`src/rtl/mips_ctrl_pkg.sv`:
```
`default_nettype none
// mips_ctrl_pkg: state, opcode, funct and control-field encodings shared by the
// multi-cycle MIPS controller.  Revision 1.0
package mips_ctrl_pkg;

  typedef enum logic [3:0] {
    S_IDLE      = 4'd0,
    S_FETCH     = 4'd1,
    S_DECODE    = 4'd2,
    S_MEM_ADDR  = 4'd3,
    S_MEM_READ  = 4'd4,
    S_MEM_WRITE = 4'd5,
    S_MEM_WB    = 4'd6,
    S_R_EXEC    = 4'd7,
    S_R_WB      = 4'd8,
    S_I_EXEC    = 4'd9,
    S_I_WB      = 4'd10,
    S_BRANCH    = 4'd11,
    S_JUMP      = 4'd12,
    S_JAL       = 4'd13,
    S_JR        = 4'd14,
    S_FAULT     = 4'd15
  } state_e;

  localparam logic [5:0] OP_RTYPE  = 6'b000000;
  localparam logic [5:0] OP_REGIMM = 6'b000001;
  localparam logic [5:0] OP_J      = 6'b000010;
  localparam logic [5:0] OP_JAL    = 6'b000011;
  localparam logic [5:0] OP_BEQ    = 6'b000100;
  localparam logic [5:0] OP_BNE    = 6'b000101;
  localparam logic [5:0] OP_BLEZ   = 6'b000110;
  localparam logic [5:0] OP_BGTZ   = 6'b000111;
  localparam logic [5:0] OP_ADDI   = 6'b001000;
  localparam logic [5:0] OP_SLTI   = 6'b001010;
  localparam logic [5:0] OP_ANDI   = 6'b001100;
  localparam logic [5:0] OP_ORI    = 6'b001101;
  localparam logic [5:0] OP_XORI   = 6'b001110;
  localparam logic [5:0] OP_LB     = 6'b100000;
  localparam logic [5:0] OP_LH     = 6'b100001;
  localparam logic [5:0] OP_LW     = 6'b100011;
  localparam logic [5:0] OP_SB     = 6'b101000;
  localparam logic [5:0] OP_SH     = 6'b101001;
  localparam logic [5:0] OP_SW     = 6'b101011;

  localparam logic [5:0] FN_SLL  = 6'b000000;
  localparam logic [5:0] FN_SRL  = 6'b000010;
  localparam logic [5:0] FN_JR   = 6'b001000;
  localparam logic [5:0] FN_MULT = 6'b011000;
  localparam logic [5:0] FN_ADD  = 6'b100000;
  localparam logic [5:0] FN_SUB  = 6'b100010;
  localparam logic [5:0] FN_AND  = 6'b100100;
  localparam logic [5:0] FN_OR   = 6'b100101;
  localparam logic [5:0] FN_XOR  = 6'b100110;
  localparam logic [5:0] FN_NOR  = 6'b100111;
  localparam logic [5:0] FN_SLT  = 6'b101010;

  localparam logic [4:0] RT_BLTZ = 5'b00000;
  localparam logic [4:0] RT_BGEZ = 5'b00001;

  localparam logic [4:0] ALU_NONE = 5'b00000;
  localparam logic [4:0] ALU_ADD  = 5'b00001;
  localparam logic [4:0] ALU_SUB  = 5'b00010;
  localparam logic [4:0] ALU_MULT = 5'b00011;
  localparam logic [4:0] ALU_SLL  = 5'b00100;
  localparam logic [4:0] ALU_SRL  = 5'b00101;
  localparam logic [4:0] ALU_AND  = 5'b00110;
  localparam logic [4:0] ALU_OR   = 5'b00111;
  localparam logic [4:0] ALU_XOR  = 5'b01000;
  localparam logic [4:0] ALU_BEQ  = 5'b01100;
  localparam logic [4:0] ALU_NOR  = 5'b01101;
  localparam logic [4:0] ALU_SLT  = 5'b01110;
  localparam logic [4:0] ALU_BNE  = 5'b01111;
  localparam logic [4:0] ALU_BGTZ = 5'b10000;
  localparam logic [4:0] ALU_BLEZ = 5'b10001;

  localparam logic [1:0] MSZ_WORD = 2'b00;
  localparam logic [1:0] MSZ_HALF = 2'b01;
  localparam logic [1:0] MSZ_BYTE = 2'b10;

  localparam logic [1:0] PCS_INC    = 2'b00;
  localparam logic [1:0] PCS_BRANCH = 2'b01;
  localparam logic [1:0] PCS_JUMP   = 2'b10;
  localparam logic [1:0] PCS_REG    = 2'b11;

  localparam logic [1:0] RD_RT = 2'b00;
  localparam logic [1:0] RD_RD = 2'b01;
  localparam logic [1:0] RD_RA = 2'b10;

  localparam logic [1:0] M2R_ALU = 2'b00;
  localparam logic [1:0] M2R_MDR = 2'b01;
  localparam logic [1:0] M2R_PC  = 2'b10;

  localparam logic [1:0] SRCB_RT   = 2'b00;
  localparam logic [1:0] SRCB_FOUR = 2'b01;
  localparam logic [1:0] SRCB_IMM  = 2'b10;

  // Access width comes from the low two opcode bits of loads and stores.
  function automatic logic [1:0] mem_size(input logic [5:0] op);
    case (op[1:0])
      2'b11:   return MSZ_WORD;
      2'b01:   return MSZ_HALF;
      default: return MSZ_BYTE;
    endcase
  endfunction

endpackage
`default_nettype wire

```
`src/rtl/alu_op_decoder.sv`:
```
`default_nettype none
// alu_op_decoder: maps opcode/funct/rt to the 5-bit ALUControl code and flags
// encodings the controller does not support.  Revision 1.0
module alu_op_decoder
  import mips_ctrl_pkg::*;
(
  input  logic [5:0] opcode_i,
  input  logic [5:0] funct_i,
  input  logic [4:0] rt_i,
  output logic [4:0] alu_code_o,
  output logic       valid_o
);

  always_comb begin
    alu_code_o = ALU_NONE;
    valid_o    = 1'b1;
    case (opcode_i)
      OP_RTYPE: begin
        case (funct_i)
          FN_ADD:  alu_code_o = ALU_ADD;
          FN_SUB:  alu_code_o = ALU_SUB;
          FN_MULT: alu_code_o = ALU_MULT;
          FN_SLL:  alu_code_o = ALU_SLL;
          FN_SRL:  alu_code_o = ALU_SRL;
          FN_AND:  alu_code_o = ALU_AND;
          FN_OR:   alu_code_o = ALU_OR;
          FN_XOR:  alu_code_o = ALU_XOR;
          FN_NOR:  alu_code_o = ALU_NOR;
          FN_SLT:  alu_code_o = ALU_SLT;
          FN_JR:   alu_code_o = ALU_NONE;
          default: valid_o    = 1'b0;
        endcase
      end
      OP_LB, OP_LH, OP_LW, OP_SB, OP_SH, OP_SW: alu_code_o = ALU_ADD;
      OP_ADDI: alu_code_o = ALU_ADD;
      OP_ANDI: alu_code_o = ALU_AND;
      OP_ORI:  alu_code_o = ALU_OR;
      OP_XORI: alu_code_o = ALU_XOR;
      OP_SLTI: alu_code_o = ALU_SLT;
      OP_BEQ:  alu_code_o = ALU_BEQ;
      OP_BNE:  alu_code_o = ALU_BNE;
      OP_BGTZ: alu_code_o = ALU_BGTZ;
      OP_BLEZ: alu_code_o = ALU_BLEZ;
      // bltz shares the beq compare, bgez shares the bne compare
      OP_REGIMM: begin
        if (rt_i == RT_BLTZ)      alu_code_o = ALU_BEQ;
        else if (rt_i == RT_BGEZ) alu_code_o = ALU_BNE;
        else                      valid_o    = 1'b0;
      end
      OP_J, OP_JAL: alu_code_o = ALU_NONE;
      default: valid_o = 1'b0;
    endcase
  end

endmodule
`default_nettype wire

```
`src/rtl/multicycle_controller.sv`:
```
`default_nettype none
// multicycle_controller: multi-cycle MIPS control FSM with memory-ready
// handshake, access timeout and sticky fault.  Revision 1.0
module multicycle_controller
  import mips_ctrl_pkg::*;
#(
  parameter int MEM_TIMEOUT = 16
) (
  input  logic        Clk,
  input  logic        Reset,
  input  logic [31:0] Instruction,
  input  logic        BranchCond,
  input  logic        MemReady,
  output logic        PCWrite,
  output logic        IRWrite,
  output logic        IorD,
  output logic        MemRead,
  output logic        MemWrite,
  output logic [1:0]  MemSize,
  output logic        RegWrite,
  output logic [1:0]  RegDst,
  output logic [1:0]  MemToReg,
  output logic        ALUSrcA,
  output logic [1:0]  ALUSrcB,
  output logic [1:0]  PCSource,
  output logic [4:0]  ALUControl,
  output logic        Fault,
  output logic [3:0]  State
);

  localparam int             CW        = (MEM_TIMEOUT > 1) ? $clog2(MEM_TIMEOUT) : 1;
  localparam logic [CW-1:0]  CNT_LIMIT = CW'(MEM_TIMEOUT - 1);

  state_e          state_q, state_d;
  logic [CW-1:0]   cnt_q, cnt_d;
  logic [5:0]      w_opcode;
  logic [4:0]      w_alu_code;
  logic            w_alu_valid;

  assign w_opcode = Instruction[31:26];

  alu_op_decoder u_alu_dec (
    .opcode_i   (w_opcode),
    .funct_i    (Instruction[5:0]),
    .rt_i       (Instruction[20:16]),
    .alu_code_o (w_alu_code),
    .valid_o    (w_alu_valid)
  );

  always_ff @(posedge Clk) begin
    if (!Reset) begin
      state_q <= S_IDLE;
      cnt_q   <= '0;
    end else begin
      state_q <= state_d;
      cnt_q   <= cnt_d;
    end
  end

  // The wait counter only survives while a memory state keeps waiting, so
  // every entry into FETCH/MEM_READ/MEM_WRITE starts it from zero.
  always_comb begin
    state_d = state_q;
    cnt_d   = '0;
    case (state_q)
      S_IDLE: state_d = S_FETCH;
      S_FETCH, S_MEM_READ, S_MEM_WRITE: begin
        if (MemReady) begin
          if (state_q == S_FETCH)         state_d = S_DECODE;
          else if (state_q == S_MEM_READ) state_d = S_MEM_WB;
          else                            state_d = S_FETCH;
        end else if (cnt_q == CNT_LIMIT) begin
          state_d = S_FAULT;
        end else begin
          cnt_d = cnt_q + CW'(1);
        end
      end
      S_DECODE: begin
        if (Instruction == 32'd0) begin
          state_d = S_FETCH;
        end else if (!w_alu_valid) begin
          state_d = S_FAULT;
        end else begin
          case (w_opcode)
            OP_RTYPE: state_d = (Instruction[5:0] == FN_JR) ? S_JR : S_R_EXEC;
            OP_LB, OP_LH, OP_LW, OP_SB, OP_SH, OP_SW: state_d = S_MEM_ADDR;
            OP_ADDI, OP_ANDI, OP_ORI, OP_XORI, OP_SLTI: state_d = S_I_EXEC;
            OP_BEQ, OP_BNE, OP_BGTZ, OP_BLEZ, OP_REGIMM: state_d = S_BRANCH;
            OP_J:    state_d = S_JUMP;
            OP_JAL:  state_d = S_JAL;
            default: state_d = S_FAULT;
          endcase
        end
      end
      // Store opcodes are the 101xxx group; opcode bit 3 separates them.
      S_MEM_ADDR: state_d = Instruction[29] ? S_MEM_WRITE : S_MEM_READ;
      S_R_EXEC:   state_d = S_R_WB;
      S_I_EXEC:   state_d = S_I_WB;
      S_MEM_WB, S_R_WB, S_I_WB, S_BRANCH, S_JUMP, S_JAL, S_JR: state_d = S_FETCH;
      S_FAULT:    state_d = S_FAULT;
      default:    state_d = S_FAULT;
    endcase
  end

  always_comb begin
    PCWrite    = 1'b0;
    IRWrite    = 1'b0;
    IorD       = 1'b0;
    MemRead    = 1'b0;
    MemWrite   = 1'b0;
    MemSize    = MSZ_WORD;
    RegWrite   = 1'b0;
    RegDst     = RD_RT;
    MemToReg   = M2R_ALU;
    ALUSrcA    = 1'b0;
    ALUSrcB    = SRCB_RT;
    PCSource   = PCS_INC;
    ALUControl = ALU_NONE;
    Fault      = 1'b0;
    case (state_q)
      S_FETCH: begin
        MemRead    = 1'b1;
        ALUSrcB    = SRCB_FOUR;
        ALUControl = ALU_ADD;
        PCWrite    = MemReady;
        IRWrite    = MemReady;
      end
      S_DECODE: begin
        ALUSrcB    = SRCB_IMM;
        ALUControl = ALU_ADD;
      end
      S_MEM_ADDR: begin
        ALUSrcA    = 1'b1;
        ALUSrcB    = SRCB_IMM;
        ALUControl = ALU_ADD;
      end
      S_MEM_READ: begin
        IorD    = 1'b1;
        MemRead = 1'b1;
        MemSize = mem_size(w_opcode);
      end
      S_MEM_WRITE: begin
        IorD     = 1'b1;
        MemWrite = 1'b1;
        MemSize  = mem_size(w_opcode);
      end
      S_MEM_WB: begin
        RegWrite = 1'b1;
        MemToReg = M2R_MDR;
      end
      S_R_EXEC: begin
        ALUSrcA    = 1'b1;
        ALUControl = w_alu_code;
      end
      S_R_WB: begin
        RegWrite   = 1'b1;
        RegDst     = RD_RD;
        ALUControl = w_alu_code;
      end
      S_I_EXEC: begin
        ALUSrcA    = 1'b1;
        ALUSrcB    = SRCB_IMM;
        ALUControl = w_alu_code;
      end
      S_I_WB: begin
        RegWrite   = 1'b1;
        ALUControl = w_alu_code;
      end
      S_BRANCH: begin
        ALUSrcA    = 1'b1;
        PCSource   = PCS_BRANCH;
        PCWrite    = BranchCond;
        ALUControl = w_alu_code;
      end
      S_JUMP: begin
        PCWrite  = 1'b1;
        PCSource = PCS_JUMP;
      end
      S_JAL: begin
        PCWrite  = 1'b1;
        PCSource = PCS_JUMP;
        RegWrite = 1'b1;
        RegDst   = RD_RA;
        MemToReg = M2R_PC;
      end
      S_JR: begin
        PCWrite  = 1'b1;
        PCSource = PCS_REG;
      end
      S_FAULT: Fault = 1'b1;
      default: ;
    endcase
  end

  assign State = state_q;

endmodule
`default_nettype wire

```
`config.mk`:
```
export PLATFORM = sky130hd
export DESIGN_NAME = multicycle_controller
export DESIGN_NICKNAME = d
export VERILOG_FILES = /design/src/rtl/mips_ctrl_pkg.sv /design/src/rtl/alu_op_decoder.sv /design/src/rtl/multicycle_controller.sv
export SDC_FILE = /design/constraint.sdc
export NUM_CORES = 1
export LEC_CHECK = 0
export CORE_MARGIN = 4
export CORE_UTILIZATION = 38
export DETAILED_ROUTE_END_ITERATION = 12
export GPL_TIMING_DRIVEN = 0
export MAX_ROUTING_LAYER = met4
export PLACE_DENSITY = 0.8
export SLEW_MARGIN = 20
export SYNTH_ARGS = -nofsm -noshare
export SYNTH_HDL_FRONTEND = slang
export SYNTH_SLANG_ARGS = --single-unit
```
`constraint.sdc`:
```
create_clock -name Clk -period 2.4 [get_ports Clk]
set_input_delay 0.6 -clock Clk [delete_from_list [all_inputs] [get_ports Clk]]
set_output_delay 0.6 -clock Clk [all_outputs]
set_load 0.005 [all_outputs]
```
**Word-level counts from Yosys, hierarchy flattened**

Cells that the tools add are included.

- Input port bits: 36
- Register bits: 8
- Output and inout port bits: 27

- Reductions and logical operators: 23
- Eq/ne operators: 48
- Muxes and demuxes: 33
- Bitwise gates (word level): 2
- Add/subtract/negate cells: 1

Operators by type and width:

| kind | count |
|---|---|
| 6-bit equality test (second input constant) | 13 |
| 5-bit one-hot mux with 11 select lines | 1 |
| 4-bit one-hot mux with 10 select lines | 1 |
| 4-bit equality test (second input constant) | 9 |
| 6-bit by 4-bit equality test with 1-bit output (second input constant) | 6 |
| 32-bit zero test | 1 |
| 4-bit one-hot mux with 7 select lines | 1 |
| 6-bit by 3-bit equality test with 1-bit output (second input constant) | 4 |
| 4-bit two-way mux | 6 |
| 4-bit one-hot mux with 6 select lines | 1 |
| 6-bit by 2-bit equality test with 1-bit output (second input constant) | 3 |
| 17-bit OR reduction | 1 |
| 4-bit by 3-bit equality test with 1-bit output (second input constant) | 4 |
| 2-bit one-hot mux with 2 select lines | 4 |
| 5-bit OR reduction | 3 |
| 6-bit zero test | 2 |
| 3-bit OR reduction | 4 |
| 4-bit OR reduction | 3 |
| 1-bit two-way mux | 11 |
| 11-bit OR reduction | 1 |
| 5-bit one-hot mux with 2 select lines | 1 |
| 4-bit by 2-bit equality test with 1-bit output (second input constant) | 2 |
| 8-bit OR reduction | 1 |
| 7-bit OR reduction | 1 |
| other kinds (18) | 23 |

**Depth between registers and ports, before layout**

- Word-level depth: 7
- Gate-level depth with buffers: 7
- Gate-level depth less buffers: 6

**By module**

From an unflattened synthesis, not the netlist that was laid out.

- Cell total of the unflattened synthesis: 218
- Area, all modules: 1,417.6 µm²

Modules (own cells, without submodules):

| module | instances | seq. area each (µm²) | cells an instance | area each (µm²) |
|---|---|---|---|---|
| multicycle_controller | 1 | 160.2 | 146 | 932.1 |
| alu_op_decoder | 1 | 0.0 | 72 | 485.5 |

**Worst setup path after synthesis**

Ideal clock, no wire load.

- Path kind: input to output
- Start: in Instruction[3]
- End: out ALUControl[0]
- Arrival: 1.767 ns
- Setup slack: 0.033 ns
- Stages: 6
- Path through: buf_6 -> and3b_1 -> or3_1 -> a32o_1 -> a211oi_2 -> o21ai_1

- Word-level cells in the longest chain between the ends: 4
- Elaborated cells on any way between the ends: 13
- Classes of those cells: eq/ne (9); mux (3); reduce/logical (1)

RTL lines:

| item | RTL line | text |
|---|---|---|
| start, declared | multicycle_controller.sv:11 | `input logic [31:0] Instruction,` |
| 6-bit equality test (tied with other cells) | alu_op_decoder.sv:19 | `case (funct_i)` |
| 4-bit one-hot mux with 10 select lines * | alu_op_decoder.sv:19 |  |
| 5-bit one-hot mux with 11 select lines * | alu_op_decoder.sv:17 | `case (opcode_i)` |
| 5-bit one-hot mux with 2 select lines * | multicycle_controller.sv:120 | `case (state_q)` |
| end, declared | multicycle_controller.sv:26 | `output logic [4:0] ALUControl,` |

Every way passes the cells marked *; elsewhere a longest branch is shown, timed or not.

**Final worst setup path**

- Start: in Instruction[4]
- End: out ALUControl[0]

The elaborated chain is that of the path after synthesis.

==> results.tsv <==
stage	metric	value	unit
clock_tree	cts_buffer_depth	2	
drt	viasPerCell	5.89	
yosys	synthArstFlopShare	0	%
die	die_x	67.5	um
timing	slew_violations	0	
timing	min_period	2.54	ns
die	boundaryPins	63	
place	gp_congestion	0.931	
layout	final_area	2310	um2
yosys	synth_cell_type_count	55	
drt	dr.first_iter.drc_count	158	
global_route	grt_max_degree	11	
drt	firstDrtPassIters	5	
clock_tree	numCtsBuffers	3	
pwr	leakagePower	0.000894	uW
timing	finalCritPeriodShare	106	%
timing	fmax	394	MHz
critical_path	cp_slowest_cell	or3_1	
timing	rsz0062_at_grt	true	
die	die_area	4560	um2
yosys	syn_avg_cell_area	6.47	um2
pwr	peakVddDrop	0.392	mV
yosys	ys_ff_latch	8	
place	dp_hpwl	3.47	mm
clock_tree	clk_pin_slew_worst_paths	0.05	ns
clock_tree	cts_tree	built	
timing	hold_violations	0	
layout	diodes	0	
clock_tree	clock_latency	0.25	ns
yosys	yosys_warnings	0	
yosys	syn_nets	245	
global_route	antenna_found_initial	0	
global_route	grt_pass1_vias	1798	
layout	syn2layout_area_growth	71.7	%
status	violations	setup timing	
critical_path	critPathKind	primary input to primary output	
global_route	top_usage_layer	met2	
critical_path	startpoint_type	primary input	
critical_path	path_cells	buf_8, and3b_2, or3_1, a32o_2, a211oi_2, o21ai_1, clkbuf_2	
clock_tree	htreeDepth	1	
drt	detail_route.wl_per_cell	16.3	um
critical_path	critPathTopFamily	simple AND/OR/NAND/NOR gates	
drt	drc_errors	0	
clock_tree	clkSinkCount	8	
yosys	netlist_instances	208	
timing	setup_violations	3	
global_route	use_met3	1.83	%
yosys	ys_seq_area_share	11.9	%
global_route	grt_pass1_wl	8.43	mm
job	maxCapViolations	0	
timing	tightest_slew	0.368	ns
yosys	synth_flop_cell	dfxtp_1	
die	die_y	67.5	um
critical_path	cp_data_required_time	1.80	ns
critical_path	cpPeakStageDelay	0.35	ns
timing	finalWorstSetupSlack	-0.137	ns
layout	fill_cells	277	
place	dpl_cell_area	1990	um2
die	initial_core_util	39.7	%
status	status	complete, but fails checks	
critical_path	worst-path-buf-inv	2	
yosys	synth_edf_count	0	
timing	slew_headroom	75.2	%
place	io_buffers	59	
layout	final_nets	325	
place	dp_slack	-1.12	ns
drt	postRouteAntennaNets	0	
yosys	synth_area	1350	um2
critical_path	cp-end-kind	primary output	
clock_tree	clk_root_buffer_cell	clkbuf_4	
drt	drt_wl_total	5.42	mm
min_path	hold_path.class	register to register	
clock_tree	cts_hold_buf	0	
global_route	met1_usage	31.1	%
global_route	overflow	0	
layout	layout-drive-gt1-share	33.2	%
critical_path	path_max_fanout	8	
die	core.rowCount	21	
global_route	met2_usage	39.9	%
critical_path	worstPathArrival	1.94	ns
die	coreArea	3390	um2
drt	vias	1956	
timing	fin_skew	0.000291	ns
pwr	p_per_area	467	nW/um2
global_route	track_usage	24.1	%
## power by group
group	switching (uW)	internal, uW
sequential	44.2	165
clock	42.3	57.0
combinational	376	395
total	462	617
## metal layers
metal	vias up	share of wire (%)
li1	934	-
met1	904	41
met2	98	50
met3	20	6.0
met4	0	3.2
met5	-	0
## worst reg2reg max path, stage by stage, from the launching register on
cell     delay, ns
dfxtp_2       0.35
or2_2         0.37
nor4b_2       0.33
nand2_1       0.18
o22a_1        0.23
o21ai_0       0.08
## state kept, by name, indices dropped and copies added, names as in the netlist
signal  flops
State       4
cnt_q       4
## cells in the mapped netlist, types with 4 or more instances
master,n,area share (%)
nor2_1,31,8.6
a21oi_1,16,5.9
nor3_1,14,5.2
nand2_1,13,3.6
o21ai_0,10,3.7
nand2b_1,9,4.2
dfxtp_1,8,12
inv_1,7,2.0
a31oi_1,5,2.3
buf_2,5,1.9
nor2b_1,5,2.3
nor4_1,5,2.3
or3_1,5,2.3
and3_1,4,1.9
clkbuf_1,4,1.1
nand3_1,4,1.5
## what timing repair did
item	in CTS	in global routing
gates resized for setup	119	35
buffers inserted	16	1
pin swaps	19	15
endpoints found under the setup margin	19	12
cloned	0	0
## metrics by stage
| stage | setup TNS (ns) | hold slack [ns] | total power, uW | cells | util (%) |
|---|---|---|---|---|---|
| CTS | -0.191 | 0.470 | 1040 | 331 | 66.3 |
| floorplan | 0 | 0.418 | 578 | 208 | - |
| finish | -0.249 | 0.466 | 1080 | 332 | 68.2 |
| global route | -0.461 | 0.491 | 1160 | 332 | 68.2 |
| global placement | -6.96 | 0.438 | 893 | 313 | 58.8 |
| detailed placement | -7.21 | 0.464 | 903 | 313 | 58.8 |
## cell families (layout without fill, tap and decap cells)
kind of cell	count (synthesis)	after routing	share of synthesized area, %
AO/OA/AOI/OAI	60	60	29.4
buffers and inverters	21	99	8.27
adder cells (fa/ha/maj)	1	1	0.929
AND/OR/NAND/NOR	111	111	44.7
flip-flops	8	8	11.9
XOR/XNOR	4	4	2.60
multiplexers	3	3	2.23
## cells in the final DEF (no fill, tap or decap), types with 7 or more instances in the layout
master | synthesis | layout
o21ai_0 | 10 | 8
a21oi_1 | 16 | 12
clkdlybuf4s50_1 | 0 | 39
nor2_1 | 31 | 27
buf_2 | 5 | 10
inv_1 | 7 | 7
nor3_1 | 14 | 9
buf_4 | 3 | 21
buf_6 | 2 | 12
nand2_1 | 13 | 12
## worst paths after layout
check | from | end | slack, ns | depth (start not counted)
worst min-delay path | cnt_q[0] | cnt_q[0] | 0.47 | 1
worst min register to register | cnt_q[0] | cnt_q[0] | 0.47 | 1
worst max-delay path | Instruction[4] | ALUControl[0] | -0.14 | 7
worst max register to register | State[1] | State[2] | 0.78 | 5
## area by class of cell
type | instances | area (um2) | share of cell area, %
inverters | 7 | 26.3 | 1.14
well taps | 46 | 57.6 | 2.49
multi-input cells | 179 | 1240 | 53.5
flip-flops and latches | 8 | 168 | 7.25
clock buffers | 3 | 22.5 | 0.974
plain buffers | 13 | 120 | 5.19
repair buffers | 76 | 682 | 29.5
(Power assumes the default switching activity.)
